<file path="src/rtl/button_conditioner.sv">
// button_conditioner: three raw pushbuttons -> synchronized, debounced,
// one-cycle action strobes for the pet FSM.
//   - 2-flop synchronizer and independent debounce counter per channel
//   - b_pulse / c_pulse: one strobe in the cycle after the debounced press
//   - any_pressed: OR of the debounced levels, registered
//   - Optional macro BTN_LONGPRESS_EN: channel A becomes a press/long-press
//     FSM (IDLE, DOWN, LONG). A short press strobes a_pulse on release. A
//     hold of LONG_CYC cycles toggles test instead. Without the macro, a_pulse
//     behaves like b_pulse and test is tied to 0.
// Reset rst is asynchronous active-low. Its release is resynchronized so that
// nothing changes earlier than two clocks after rst rises.
module button_conditioner #(
    parameter int DEBOUNCE_CYC = 500000,
    parameter int LONG_CYC     = 100000000
) (
    input  logic clk,
    input  logic rst,
    input  logic btn_a,
    input  logic btn_b,
    input  logic btn_c,
    output logic a_pulse,
    output logic b_pulse,
    output logic c_pulse,
    output logic test,
    output logic any_pressed
);
    localparam int               DEB_W    = $clog2(DEBOUNCE_CYC + 1);
    // The level flips on the sample that would take the counter to DEBOUNCE_CYC
    localparam logic [DEB_W-1:0] DEB_LAST = DEB_W'(DEBOUNCE_CYC - 1);

    logic [1:0] rst_sync_reg;
    logic       rst_n;
    logic [2:0] btn_raw;
    logic [2:0] db_next_vec;
    logic [2:0] pulse_vec;
    logic       any_pressed_reg;

`ifdef BTN_LONGPRESS_EN
    localparam int                LONG_W   = $clog2(LONG_CYC + 1);
    localparam logic [LONG_W-1:0] LONG_MAX = LONG_W'(LONG_CYC);

    typedef enum logic [1:0] {
        IDLE,
        DOWN,
        LONG
    } a_state_t;

    a_state_t          a_state_reg;
    logic [LONG_W-1:0] hold_reg;
    logic [LONG_W-1:0] hold_inc;
    logic              a_db;
    logic              a_db_next;
    logic              a_pulse_reg;
    logic              test_reg;
`endif

    assign btn_raw = {btn_c, btn_b, btn_a};

    // Reset synchronizer: assert at once, release two clocks after rst rises
    always_ff @(posedge clk or negedge rst) begin
        if (!rst) begin
            rst_sync_reg <= 2'b00;
        end else begin
            rst_sync_reg <= {rst_sync_reg[0], 1'b1};
        end
    end

    assign rst_n = rst_sync_reg[1];

    genvar gi;
    generate
        for (gi = 0; gi < 3; gi++) begin : g_chan
            logic             sync1_reg;
            logic             sync2_reg;
            logic             db_reg;
            logic             db_next;
            logic [DEB_W-1:0] cnt_reg;
            logic [DEB_W-1:0] cnt_next;

            // Two-flop synchronizer for the raw button
            always_ff @(posedge clk or negedge rst_n) begin
                if (!rst_n) begin
                    sync1_reg <= 1'b0;
                    sync2_reg <= 1'b0;
                end else begin
                    sync1_reg <= btn_raw[gi];
                    sync2_reg <= sync1_reg;
                end
            end

            // Count consecutive samples that disagree with the debounced level
            always_comb begin
                db_next  = db_reg;
                cnt_next = '0;
                if (sync2_reg != db_reg) begin
                    if (cnt_reg == DEB_LAST) begin
                        db_next = ~db_reg;
                    end else begin
                        cnt_next = cnt_reg + 1'b1;
                    end
                end
            end

            // Debounce counter and accepted level
            always_ff @(posedge clk or negedge rst_n) begin
                if (!rst_n) begin
                    cnt_reg <= '0;
                    db_reg  <= 1'b0;
                end else begin
                    cnt_reg <= cnt_next;
                    db_reg  <= db_next;
                end
            end

            assign db_next_vec[gi] = db_next;

            if (gi == 0) begin : g_a
`ifdef BTN_LONGPRESS_EN
                assign a_db          = db_reg;
                assign a_db_next     = db_next;
                assign pulse_vec[gi] = a_pulse_reg;
`else
                logic db_prev_reg;
                logic pulse_reg;

                // Strobe on the cycle after the debounced level rises
                always_ff @(posedge clk or negedge rst_n) begin
                    if (!rst_n) begin
                        db_prev_reg <= 1'b0;
                        pulse_reg   <= 1'b0;
                    end else begin
                        db_prev_reg <= db_reg;
                        pulse_reg   <= db_reg & ~db_prev_reg;
                    end
                end

                assign pulse_vec[gi] = pulse_reg;
`endif
            end else begin : g_bc
                logic db_prev_reg;
                logic pulse_reg;

                // Strobe on the cycle after the debounced level rises
                always_ff @(posedge clk or negedge rst_n) begin
                    if (!rst_n) begin
                        db_prev_reg <= 1'b0;
                        pulse_reg   <= 1'b0;
                    end else begin
                        db_prev_reg <= db_reg;
                        pulse_reg   <= db_reg & ~db_prev_reg;
                    end
                end

                assign pulse_vec[gi] = pulse_reg;
            end
        end
    endgenerate

`ifdef BTN_LONGPRESS_EN
    assign hold_inc = (hold_reg == LONG_MAX) ? hold_reg : hold_reg + 1'b1;

    // Channel A press classifier. The rise is taken from the next-level so
    // the hold count starts on the same edge the debounced level goes high.
    always_ff @(posedge clk or negedge rst_n) begin
        if (!rst_n) begin
            a_state_reg <= IDLE;
            hold_reg    <= '0;
            a_pulse_reg <= 1'b0;
            test_reg    <= 1'b0;
        end else begin
            a_pulse_reg <= 1'b0;
            case (a_state_reg)
                IDLE: begin
                    if (a_db_next && !a_db) begin
                        a_state_reg <= DOWN;
                        hold_reg    <= '0;
                    end
                end
                DOWN: begin
                    if (!a_db) begin
                        // Released before the long threshold: short press
                        a_state_reg <= IDLE;
                        a_pulse_reg <= 1'b1;
                    end else if (hold_inc == LONG_MAX) begin
                        a_state_reg <= LONG;
                        hold_reg    <= hold_inc;
                        test_reg    <= ~test_reg;
                    end else begin
                        hold_reg <= hold_inc;
                    end
                end
                LONG: begin
                    if (!a_db) begin
                        a_state_reg <= IDLE;
                    end
                end
                default: a_state_reg <= IDLE;
            endcase
        end
    end

    assign test = test_reg;
`else
    assign test = 1'b0;
`endif

    // any_pressed follows the debounced levels on the same edge they change
    always_ff @(posedge clk or negedge rst_n) begin
        if (!rst_n) begin
            any_pressed_reg <= 1'b0;
        end else begin
            any_pressed_reg <= |db_next_vec;
        end
    end

    assign a_pulse     = pulse_vec[0];
    assign b_pulse     = pulse_vec[1];
    assign c_pulse     = pulse_vec[2];
    assign any_pressed = any_pressed_reg;

endmodule

</file>
<file path="config.mk">
export PLATFORM = sky130hd
export DESIGN_NAME = button_conditioner
export DESIGN_NICKNAME = d
export VERILOG_FILES = /design/src/rtl/button_conditioner.sv
export SDC_FILE = /design/constraint.sdc
export NUM_CORES = 1
export LEC_CHECK = 0
export CAP_MARGIN = 20
export CORE_MARGIN = 4
export CORE_UTILIZATION = 35
export CTS_CLUSTER_SIZE = 12
export DETAILED_ROUTE_END_ITERATION = 10
export HOLD_SLACK_MARGIN = 0.08
export PLACE_DENSITY = 0.54
export REMOVE_ABC_BUFFERS = 1
export SYNTH_ARGS = -nofsm -noshare
export SYNTH_HDL_FRONTEND = slang
export SYNTH_SLANG_ARGS = --single-unit
</file>
<file path="constraint.sdc">
create_clock -name clk -period 3.55 [get_ports clk]
set_input_delay 0.355 -clock clk [delete_from_list [all_inputs] [get_ports clk]]
set_output_delay 0.355 -clock clk [all_outputs]
set_load 0.05 [all_outputs]
</file>
==> results of run 1 <==
==> layout by cell type (no fill, tap or decap), types with 3 or more instances in the layout <==
cell type,Yosys,routed
sky130_fd_sc_hd__and3_1,10,10
sky130_fd_sc_hd__and4_1,4,4
sky130_fd_sc_hd__clkbuf_8,0,9
sky130_fd_sc_hd__clkdlybuf4s50_1,0,8
sky130_fd_sc_hd__clkinv_4,0,3
sky130_fd_sc_hd__dfrtp_1,75,74
sky130_fd_sc_hd__ha_1,3,3
sky130_fd_sc_hd__inv_1,6,6
sky130_fd_sc_hd__mux2_2,3,3
sky130_fd_sc_hd__nand2_1,22,22
sky130_fd_sc_hd__nand3_1,23,23
sky130_fd_sc_hd__nand4_1,11,11
sky130_fd_sc_hd__nor2_1,63,63
sky130_fd_sc_hd__nor2b_1,4,4
sky130_fd_sc_hd__nor3_1,5,5
sky130_fd_sc_hd__nor4b_1,3,3
sky130_fd_sc_hd__or2_2,3,3
sky130_fd_sc_hd__xnor2_1,14,14
sky130_fd_sc_hd__xor2_1,40,40
==> through the flow <==
stage / setup WS (ns) / total power, W / hold WS [ns]
3_3_place_gp: 1.48 / 0.000947 / 0.179
2_1_floorplan: 1.31 / 0.000928 / 0.0594
6_report: 1.49 / 0.00158 / 0.167
5_1_grt: 1.27 / 0.00166 / 0.151
3_5_place_dp: 1.46 / 0.000947 / 0.185
4_1_cts: 1.44 / 0.00161 / 0.152
==> cell families (layout without fill, tap and decap cells) <==
kind of cell | Yosys count | after routing | synth area share [%]
DFF | 75 | 75 | 56.3
xor gates and xnor gates | 54 | 54 | 14.2
adders and majority gates | 3 | 3 | 1.13
and+or+nand+nor | 159 | 159 | 24.3
other | 2 | 2 | 0.225
buffers and inverters | 15 | 31 | 2.85
muxes | 3 | 3 | 1.01
==> final cells by class <==
| class | count | area share, % |
|---|---|---|
| Clock buffer | 9 | 3.34 |
| Clock inverter | 7 | 2.09 |
| Timing Repair Buffer | 9 | 2.36 |
| Inverter | 6 | 0.606 |
| Multi-Input combinational cell | 221 | 36.7 |
| Tap cell | 129 | 4.35 |
| Sequential cell | 75 | 50.6 |
==> synthesized netlist by cell type (4+ instances only) <==
master and n:
sky130_fd_sc_hd__nand4_1 11, sky130_fd_sc_hd__nor2_1 63, sky130_fd_sc_hd__and4_1 4, sky130_fd_sc_hd__buf_4 4
sky130_fd_sc_hd__xnor2_1 14, sky130_fd_sc_hd__nand3_1 23, sky130_fd_sc_hd__inv_1 6, sky130_fd_sc_hd__nor2b_1 4
sky130_fd_sc_hd__dfrtp_1 75, sky130_fd_sc_hd__nand2_1 22, sky130_fd_sc_hd__and3_1 10, sky130_fd_sc_hd__xor2_1 40
sky130_fd_sc_hd__nor3_1 5
==> routing by layer <==
metal	GRT usage, %	part of all wire, %	up-vias
li1	-	-	1041
met1	15.3	54	982
met2	14.4	40	26
met3	2.57	3.0	11
met4	5.83	2.6	0
met5	0	0	-
==> power breakdown <==
group	internal [W]	total, W	switching, W
registers	0.000867	0.000880	0.0000136
logic	0.0000139	0.0000473	0.0000334
clock network	0.000329	0.000653	0.000323
==> how the worst max path moves through the flow <==
stage	cells past startpoint	endpoint	slack [ns]
2_1_floorplan	0	a_pulse	1.31
3_3_place_gp	5	g_chan[0].cnt_reg[2]	1.48
3_5_place_dp	5	g_chan[0].cnt_reg[9]	1.46
4_1_cts	5	g_chan[0].cnt_reg[10]	1.44
5_1_grt	5	g_chan[0].cnt_reg[4]	1.27
6_report	5	g_chan[0].cnt_reg[10]	1.49
==> qor.txt, run 1 <==
===============================================================================
Outcome .......................................................... complete, no violations
Power density relative to cell area ..............................   425 nW/µm²
Number of DRC violations after detailed-routing iteration 0 ......           80
Pins Over Slew Limit .............................................            0
Placer Congestion ................................................        0.767
Gr ovfl total ....................................................            0
Clock Sink Count .................................................           75
Setup violators final ............................................            0
Path category of the worst min-delay check ....................... primary input to asynchronous set/reset pin
Post-CTS Hold Buffers ............................................            0
#FFs+latches synth ...............................................           75
Critical path cell sequence ...................................... nor4b_2 -> nand2_1 -> nor4_2 -> nand2b_1 -> nor2_1
CTS HTree Levels .................................................            3
Critical path origin ............................................. g_chan[0].cnt_reg[7]
Nets .............................................................          330
CTS clk-pin slew, worst paths ....................................      0.08 ns
Die height .......................................................       106 µm
RSZ-0062 raised after global routing .............................        false
Number of hold violations in the final report ....................            0
Area taken by multi-input logic gates ............................     1360 µm²
Relative max-transition margin ...................................        44.6%
CTS tree .........................................................         done
Total routing resource utilization after global routing ..........        10.6%
Final critical-path required period ..............................      2.06 ns
Antenna-violating nets left ......................................            0
Number of placed I/O pins ........................................           10
Storage cell area ................................................     1880 µm²
Worst path buffer plus inverter count ............................            0
Number of remaining DRC errors ...................................            0
Mean post-synth cell area ........................................     10.7 µm²
Largest stage delay, worst path ..................................      0.63 ns
Family with the most delay on the worst path ..................... simple AND/OR/NAND/NOR gates
HPWL reported at the end of detailed placement ...................      3520 µm
Share of the synthesized area in the top cell type ...............        56.3%
Starting Density .................................................        36.1%
N_diodes .........................................................            0
Worst vdd rail ir drop ...........................................       187 µV
Share of post-route cells with drive strength above 1 ............        8.87%
Vias/cell ........................................................         4.52
Cell area reported after detailed placement ......................     3510 µm²
Worst r2r path cells .............................................            5
Worst-Margin Slew ................................................     0.825 ns
Capture instance of the worst register-to-register path .......... g_chan[0].cnt_reg[10]
Buffers added on ports ...........................................            8
Flip-flop count of the largest register after layout .............           57
Antenna violations before repair .................................            0
Number of max-cap violations .....................................            0
Mapped Cells .....................................................          311
Vias in the first global route ...................................         1992
Finished Layout Cells ............................................          456
Final-layout setup total negative slack ..........................         0 ns
Fill count .......................................................          908
Worst reg2reg startpoint ......................................... g_chan[0].cnt_reg[7]
Worst Setup Start Kind ...........................................     register
Die area .........................................................    11200 µm²
Final Skew .......................................................    0.0141 ns
Detailed-routing iteration count for the pre-antenna-repair pass .            4
Final worst-path cycle share .....................................        58.1%
CTS Root Cell .................................................... sky130_fd_sc_hd__clkbuf_8
Number of rows in the core area ..................................           35
Crit-path slowest cell ........................................... sky130_fd_sc_hd__nand2b_1
Warning count from the yosys run .................................            0
Area of all placed cells without fillers .........................     3710 µm²
CTS resizes ......................................................            0
Flop2flop setup slack ............................................      1.49 ns
WL/cell ..........................................................      11.7 µm
Largest net degree at the start of global routing ................           59
Path type of the worst setup path ................................ register to register
CP max FO ........................................................           19
Worst endpoint required time .....................................      3.75 ns
Cell area after technology mapping ...............................     3330 µm²
Die X-Extent .....................................................       106 µm
Routed wire length ...............................................      5320 µm
Placeable core area ..............................................     9240 µm²
Sequential fraction of the synthesis area ........................        56.3%
Most used flip-flop cell after synthesis ......................... sky130_fd_sc_hd__dfrtp_1
FMAX .............................................................      485 MHz
Worst skew pair latency ..........................................      0.35 ns
Number of instances in the placed design .........................          440
Number of flops mapped to enable cells by yosys ..................            0
Wire length of the first global-routing pass .....................      9420 µm
Biggest area contributors in the synthesized netlist ............. sky130_fd_sc_hd__dfrtp_1 (56%), sky130_fd_sc_hd__xor2_1 (11%), sky130_fd_sc_hd__nor2_1 (7.1%)
Util after Layout ................................................        40.2%
Crit path DAT ....................................................      2.26 ns
Cell accounting for the most synthesized area .................... sky130_fd_sc_hd__dfrtp_1
FFs w/ async S/R, synth ..........................................         100%
Leakage power ....................................................      1.65 nW
CTS Buf Count ....................................................            9
Clock buffer depth ...............................................            2
Vias post-DR .....................................................         2060
Post-synthesis cell type count ...................................           29
Layout overhead on the synthesized area ..........................        11.4%
Post-CTS repair timing setup buffer count ........................            0
Crit path capture type ...........................................     register
===============================================================================
Power figures use the tool's default switching activity.
==> inputs of run 2 (changes only) <==
- clock period: 3.55 -> 2.2 ns (I/O delays scaled with it)
==> run 2 against run 1 <==
  * Clock skew decreased by 0.0065 ns
  * First-iteration DRC count decreased by 13%
  * Via count increased by 3.9%
  * Routed wire length grew 5.3%
  * Critical path depth unchanged
  * Combinational power is 78% higher
  * Core utilization grew 1.1 points
==> qor.txt, run 2 (synthesis gave the netlist of run 1 again) <==
===============================================================================
Final Skew .......................................................   0.00760 ns   was 0.0141 ns
Die height .......................................................       106 µm   unchanged
Power density relative to cell area ..............................   708 nW/µm²   was 425 nW/µm²
Largest net degree at the start of global routing ................           43   was 59
Share of post-route cells with drive strength above 1 ............        10.4%   was 8.87%
CTS Buf Count ....................................................            9   unchanged
Util after Layout ................................................        41.3%   was 40.2%
Number of instances in the placed design .........................          447   was 440
Crit-path slowest cell ........................................... sky130_fd_sc_hd__dfrtp_1   was sky130_fd_sc_hd__nand2b_1
Number of placed I/O pins ........................................           10   unchanged
Number of max-cap violations .....................................            0   unchanged
Critical path cell sequence ...................................... nor4b_2 -> nand2_1 -> nor4_2 -> mux2_2 -> or3_1   was nor4b_2 -> nand2_1 -> nor4_2 -> nand2b_1 -> nor2_1
HPWL reported at the end of detailed placement ...................      3740 µm   was 3520 µm
Worst vdd rail ir drop ...........................................       284 µV   was 187 µV
Pins Over Slew Limit .............................................            0   unchanged
Die X-Extent .....................................................       106 µm   unchanged
Number of DRC violations after detailed-routing iteration 0 ......           70   was 80
Vias/cell ........................................................         4.61   was 4.52
Antenna violations before repair .................................            0   unchanged
Flip-flop count of the largest register after layout .............           57   unchanged
Layout overhead on the synthesized area ..........................        14.4%   was 11.4%
Vias post-DR .....................................................         2141   was 2060
CTS HTree Levels .................................................            3   unchanged
Most common cell after layout, fill and taps aside ............... sky130_fd_sc_hd__dfrtp_1   unchanged
Path type of the worst setup path ................................ register to register   unchanged
Number of hold violations in the final report ....................            0   unchanged
CTS tree .........................................................         done   unchanged
CP max FO ........................................................            6   was 19
Area of all placed cells without fillers .........................     3810 µm²   was 3710 µm²
Commonest cells after routing, fill and taps aside ............... sky130_fd_sc_hd__dfrtp_1 (74), sky130_fd_sc_hd__nor2_1 (63), sky130_fd_sc_hd__xor2_1 (40)   unchanged
Clock Sink Count .................................................           75   unchanged
Fill count .......................................................          887   was 908
N_diodes .........................................................            0   unchanged
Cell area reported after detailed placement ......................     3580 µm²   was 3510 µm²
Outcome .......................................................... complete, no violations   unchanged
Clock buffer depth ...............................................            2   unchanged
Crit path capture type ...........................................     register   unchanged
Die area .........................................................    11200 µm²   unchanged
Total routing resource utilization after global routing ..........        11.4%   was 10.6%
Buffers added on ports ...........................................            8   unchanged
RSZ-0062 raised after global routing .............................        false   unchanged
Setup slack at placement .........................................     0.194 ns   was 1.46 ns
Final critical-path required period ..............................      1.99 ns   was 2.06 ns
FMAX .............................................................      502 MHz   was 485 MHz
Gr ovfl total ....................................................            0   unchanged
CTS clk-pin slew, worst paths ....................................      0.08 ns   about the same
Antenna-violating nets left ......................................            0   unchanged
Setup violators final ............................................            0   unchanged
Routed wire length ...............................................      5600 µm   was 5320 µm
Detailed-routing iteration count for the pre-antenna-repair pass .            4   unchanged
CTS Root Cell .................................................... sky130_fd_sc_hd__clkbuf_8   unchanged
Family with the most delay on the worst path ..................... simple AND/OR/NAND/NOR gates   unchanged
Wire length of the first global-routing pass .....................     10200 µm   was 9420 µm
Worst path buffer plus inverter count ............................            0   unchanged
Worst skew pair latency ..........................................      0.34 ns   was 0.35 ns
Worst Setup Start Kind ...........................................     register   unchanged
Vias in the first global route ...................................         2125   was 1992
Crit path DAT ....................................................      2.22 ns   was 2.26 ns
WL/cell ..........................................................      12.1 µm   was 11.7 µm
Starting Density .................................................        36.1%   unchanged
Path category of the worst min-delay check ....................... register to asynchronous set/reset pin   was primary input to asynchronous set/reset pin
Leakage power ....................................................      1.71 nW   was 1.65 nW
Setup slack of the critical path after layout ....................     0.208 ns   was 1.49 ns
Number of remaining DRC errors ...................................            0   unchanged
Worst endpoint required time .....................................      2.42 ns   was 3.75 ns
Placer Congestion ................................................        0.800   was 0.767
Finished Layout Cells ............................................          464   was 456
Number of rows in the core area ..................................           35   unchanged
Placeable core area ..............................................     9240 µm²   unchanged
Nets .............................................................          338   was 330
Largest stage delay, worst path ..................................      0.45 ns   was 0.63 ns
Final worst-path cycle share .....................................        90.6%   was 58.1%
===============================================================================
-- run 2: cell types whose count changed in the layout (fill, tap and decap cells not counted) --
cell,delta
sky130_fd_sc_hd__buf_12,+1
sky130_fd_sc_hd__buf_4,+6
sky130_fd_sc_hd__dlygate4sd3_1,+1
sky130_fd_sc_hd__clkinv_4,-2
sky130_fd_sc_hd__clkbuf_8,+1
sky130_fd_sc_hd__clkinv_2,-1
sky130_fd_sc_hd__bufinv_16,+1
sky130_fd_sc_hd__clkbuf_1,+1
-- run 2: worst paths after layout --
path | startpoint | endpoint | slack [ns] | depth (start not counted)
hold reg to reg | rst_sync_reg[1] | g_chan[1].cnt_reg[8] | 0.23 | 0
setup reg to reg | g_chan[0].cnt_reg[7] | any_pressed | 0.21 | 5
setup / recovery | g_chan[0].cnt_reg[7] | any_pressed | 0.21 | 5
min in group clk | btn_a | g_chan[0].sync1_reg | 0.31 | 1
hold / removal | rst_sync_reg[1] | g_chan[1].cnt_reg[8] | 0.23 | 0
max in group asynchronous | rst_sync_reg[1] | a_pulse | 1.16 | 2
-- run 2: power breakdown --
group / switching (W) / internal [W]
clock: 0.000515 / 0.000676
sequential: 0.0000246 / 0.00140
combinational: 0.0000537 / 0.0000306
total: 0.000594 / 0.00210
-- run 2: layout make-up --
cell class                 count  area (µm²)  area share [%]
sequential                    75        1880            49.2
timing repair buffer          17         163            4.27
tap                          129         161            4.23
clock inverter                 5        85.1            2.23
inverter                       6        22.5           0.591
multi-input combinational    221        1360            35.7
clock buffer                  11         141            3.71
-- run 2: repair_timing --
item,4_1_cts,5_1_grt
buffers inserted,0,0
endpoints found under the setup margin,0,0
gates resized for setup,0,0
hold endpoints to repair,2,0
hold buffers,1,0
-- run 2: through the flow --
stage	hold WS [ns]	power (W)	setup TNS, ns
after floorplan	-0.0756	0.00150	-3.16
after global placement	0.239	0.00154	0
after detailed placement	0.253	0.00154	0
after CTS	0.263	0.00275	0
after global routing	0.277	0.00283	0
final	0.229	0.00270	0
-- run 2: metal layers --
layer	global-route usage, %	vias up	part of all wire [%]
met2	16.9	26	45
met1	15.5	1050	51
met4	3.61	0	1.1
li1	-	1060	-
met3	4.47	5	3.2
met5	0	-	0
==> inputs of run 3 (changes only) <==
- CORE_UTILIZATION: 35 -> 50
- PLACE_DENSITY: 0.54 -> 0.71
==> run 3 against run 2 <==
  * Clock skew rose by 0.0021 ns
  * Final cell count fell by 11%
  * Critical path depth did not move
  * Cell area fell by 2.8%
  * Setup slack improved by 0.0050 ns
  * Maximum frequency rose by 0.25%
  * Clock power fell by 17%
  * Die area fell by 28%
  * Critical path type unchanged
  * Critical endpoint unchanged
  * Largest power group unchanged
  * Highest routed layer unchanged
==> qor.txt, run 3 (synthesis gave the netlist of run 1 again) <==
===============================================================================
Vias in the first global route ...................................         2117   was 2125
Finished Layout Cells ............................................          411   was 464
Worst vdd rail ir drop ...........................................       332 µV   was 284 µV
Commonest cells after routing, fill and taps aside ............... sky130_fd_sc_hd__dfrtp_1 (74), sky130_fd_sc_hd__nor2_1 (63), sky130_fd_sc_hd__xor2_1 (40)   unchanged
Crit-path slowest cell ........................................... sky130_fd_sc_hd__dfrtp_1   unchanged
Family with the most delay on the worst path ..................... simple AND/OR/NAND/NOR gates   unchanged
Flip-flop count of the largest register after layout .............           57   unchanged
Outcome .......................................................... complete, no violations   unchanged
Largest stage delay, worst path ..................................      0.46 ns   was 0.45 ns
Layout overhead on the synthesized area ..........................        11.2%   was 14.4%
Pins Over Slew Limit .............................................            0   unchanged
CTS clk-pin slew, worst paths ....................................      0.08 ns   about the same
Critical path cell sequence ...................................... nor4b_2 -> nand2_1 -> nor4_2 -> mux2_2 -> or3_1   unchanged
Worst-case hold slack ............................................     0.169 ns   was 0.229 ns
Nets .............................................................          337   was 338
Sw Pwr ...........................................................   0.000590 W   was 0.000594 W
Path type of the worst setup path ................................ register to register   unchanged
Post-CTS repair timing setup buffer count ........................            0   unchanged
Number of max-cap violations .....................................            0   unchanged
Clock Sink Count .................................................           75   unchanged
WL/cell ..........................................................      13.4 µm   was 12.1 µm
Number of remaining DRC errors ...................................            0   unchanged
Final Skew .......................................................   0.00974 ns   was 0.00760 ns
Crit path DAT ....................................................      2.21 ns   was 2.22 ns
Placer Congestion ................................................        0.806   was 0.800
Worst Setup Start Kind ...........................................     register   unchanged
Number of instances in the placed design .........................          394   was 447
Combinational share of power .....................................         3.5%   was 3.1%
Final critical-path required period ..............................      1.99 ns   about the same
Clock buffer depth ...............................................            2   unchanged
CTS HTree Levels .................................................            3   unchanged
Vias/cell ........................................................         5.17   was 4.61
FMAX .............................................................      503 MHz   was 502 MHz
Most common cell after layout, fill and taps aside ............... sky130_fd_sc_hd__dfrtp_1   unchanged
Wire length of the first global-routing pass .....................      9860 µm   was 10200 µm
Total routing resource utilization after global routing ..........        16.4%   was 11.4%
Path category of the worst min-delay check ....................... register to asynchronous set/reset pin   unchanged
CTS Root Cell .................................................... sky130_fd_sc_hd__clkbuf_8   unchanged
Crit path capture type ...........................................     register   unchanged
Antenna-violating nets left ......................................            0   unchanged
Number of rows in the core area ..................................           29   was 35
CP max FO ........................................................            7   was 6
CTS Buf Count ....................................................            9   unchanged
Worst path buffer plus inverter count ............................            0   unchanged
Largest net degree at the start of global routing ................           44   was 43
Placeable core area ..............................................     6420 µm²   was 9240 µm²
Number of placed I/O pins ........................................           10   unchanged
Part of the power in the clock network ...........................        39.5%   was 44.2%
Number of hold violations in the final report ....................            0   unchanged
Leakage power ....................................................      1.68 nW   was 1.71 nW
Worst skew pair latency ..........................................      0.35 ns   was 0.34 ns
Number of DRC violations after detailed-routing iteration 0 ......          105   was 70
Share of post-route cells with drive strength above 1 ............        10.8%   was 10.4%
RSZ-0062 raised after global routing .............................        false   unchanged
Worst endpoint required time .....................................      2.43 ns   was 2.42 ns
Routed wire length ...............................................      5500 µm   was 5600 µm
Final-layout setup total negative slack ..........................         0 ns   unchanged
Antenna violations before repair .................................            0   unchanged
Die area .........................................................     8040 µm²   was 11200 µm²
N_diodes .........................................................            0   unchanged
Starting Density .................................................        51.9%   was 36.1%
Vias post-DR .....................................................         2123   was 2141
Power density relative to cell area ..............................   672 nW/µm²   was 708 nW/µm²
Detailed-routing iteration count for the pre-antenna-repair pass .            4   unchanged
CTS tree .........................................................         done   unchanged
Internal Dissipation .............................................    0.00190 W   was 0.00210 W
Seq pwr share ....................................................        57.1%   was 52.7%
Gr ovfl total ....................................................            0   unchanged
Setup violators final ............................................            0   unchanged
Die height .......................................................      89.7 µm   was 106 µm
Final worst-path cycle share .....................................        90.3%   was 90.6%
Die X-Extent .....................................................      89.7 µm   was 106 µm
Buffers added on ports ...........................................            8   unchanged
Net switching share of the total power ...........................        23.7%   was 22.0%
HPWL reported at the end of detailed placement ...................      3740 µm   about the same
===============================================================================
## run 3: changes by cell type in the layout (fill, tap and decap cells not counted)
cell,change
sky130_fd_sc_hd__bufinv_16,-2
sky130_fd_sc_hd__clkinv_2,+1
sky130_fd_sc_hd__clkbuf_8,+1
sky130_fd_sc_hd__nor4b_2,+1
sky130_fd_sc_hd__nor4b_1,-1
sky130_fd_sc_hd__clkbuf_1,-1
sky130_fd_sc_hd__buf_4,-1
sky130_fd_sc_hd__clkinvlp_4,+2
sky130_fd_sc_hd__clkinv_4,-1
## run 3: cell type report
cell class | instances | area (µm²)
well taps | 77 | 96.3
clock buffers | 11 | 151
repair buffers | 16 | 155
multi-input cells | 221 | 1370
fillers | 549 | 2710
inverters | 6 | 22.5
flip-flops and latches | 75 | 1880
clock inverters | 5 | 36.3
## run 3: power by group through the flow
stage | Sequential, W | Clock [W] | Combinational (W)
after global routing | 0.00143 | 0.00108 | 0.000101
after CTS | 0.00142 | 0.00102 | 0.0000890
after detailed placement | 0.00145 | 0 | 0.0000873
final | 0.00142 | 0.000984 | 0.0000860
after floorplan | 0.00146 | 0 | 0.0000401
after global placement | 0.00145 | 0 | 0.0000859
## run 3: stage by stage
stage / setup WS, ns / total power [W] / utilization (%) / instance area [µm²]
floorplan: -0.0433 / 0.00150 / - / 3260
global placement: 0.233 / 0.00153 / 54.6 / 3500
detailed placement: 0.203 / 0.00154 / 54.6 / 3500
CTS: 0.173 / 0.00253 / 57.6 / 3700
global route: 0.0573 / 0.00261 / 57.7 / 3710
finish: 0.213 / 0.00249 / 57.7 / 3710
## run 3: layer usage
| layer | vias to the layer above | routed length (µm) | GRT usage (%) |
|---|---|---|---|
| met3 | 12 | 153 | 3.65 |
| li1 | 1058 | - | - |
| met5 | - | 0 | 0 |
| met2 | 23 | 2530 | 23.5 |
| met1 | 1030 | 2680 | 22.4 |
| met4 | 0 | 146 | 10.4 |
## run 3: final timing paths
kind                                       from                     to  slack, ns  cells past startpoint
min reg2reg                     rst_sync_reg[1]  g_chan[1].cnt_reg[12]       0.17                      0
max in group asynchronous       rst_sync_reg[1]   g_chan[2].cnt_reg[3]       1.47                      1
max                        g_chan[1].cnt_reg[7]            any_pressed       0.21                      5
max reg2reg                g_chan[1].cnt_reg[7]            any_pressed       0.21                      5
min in group clk                          btn_a    g_chan[0].sync1_reg       0.31                      1
min                             rst_sync_reg[1]  g_chan[1].cnt_reg[12]       0.17                      0
## run 3: repair_timing
action / CTS / global route
setup endpoints to repair: 0 / 1
hold buffers: 1 / 0
gates resized for setup: 0 / 1
endpoints found under the hold margin: 2 / 0
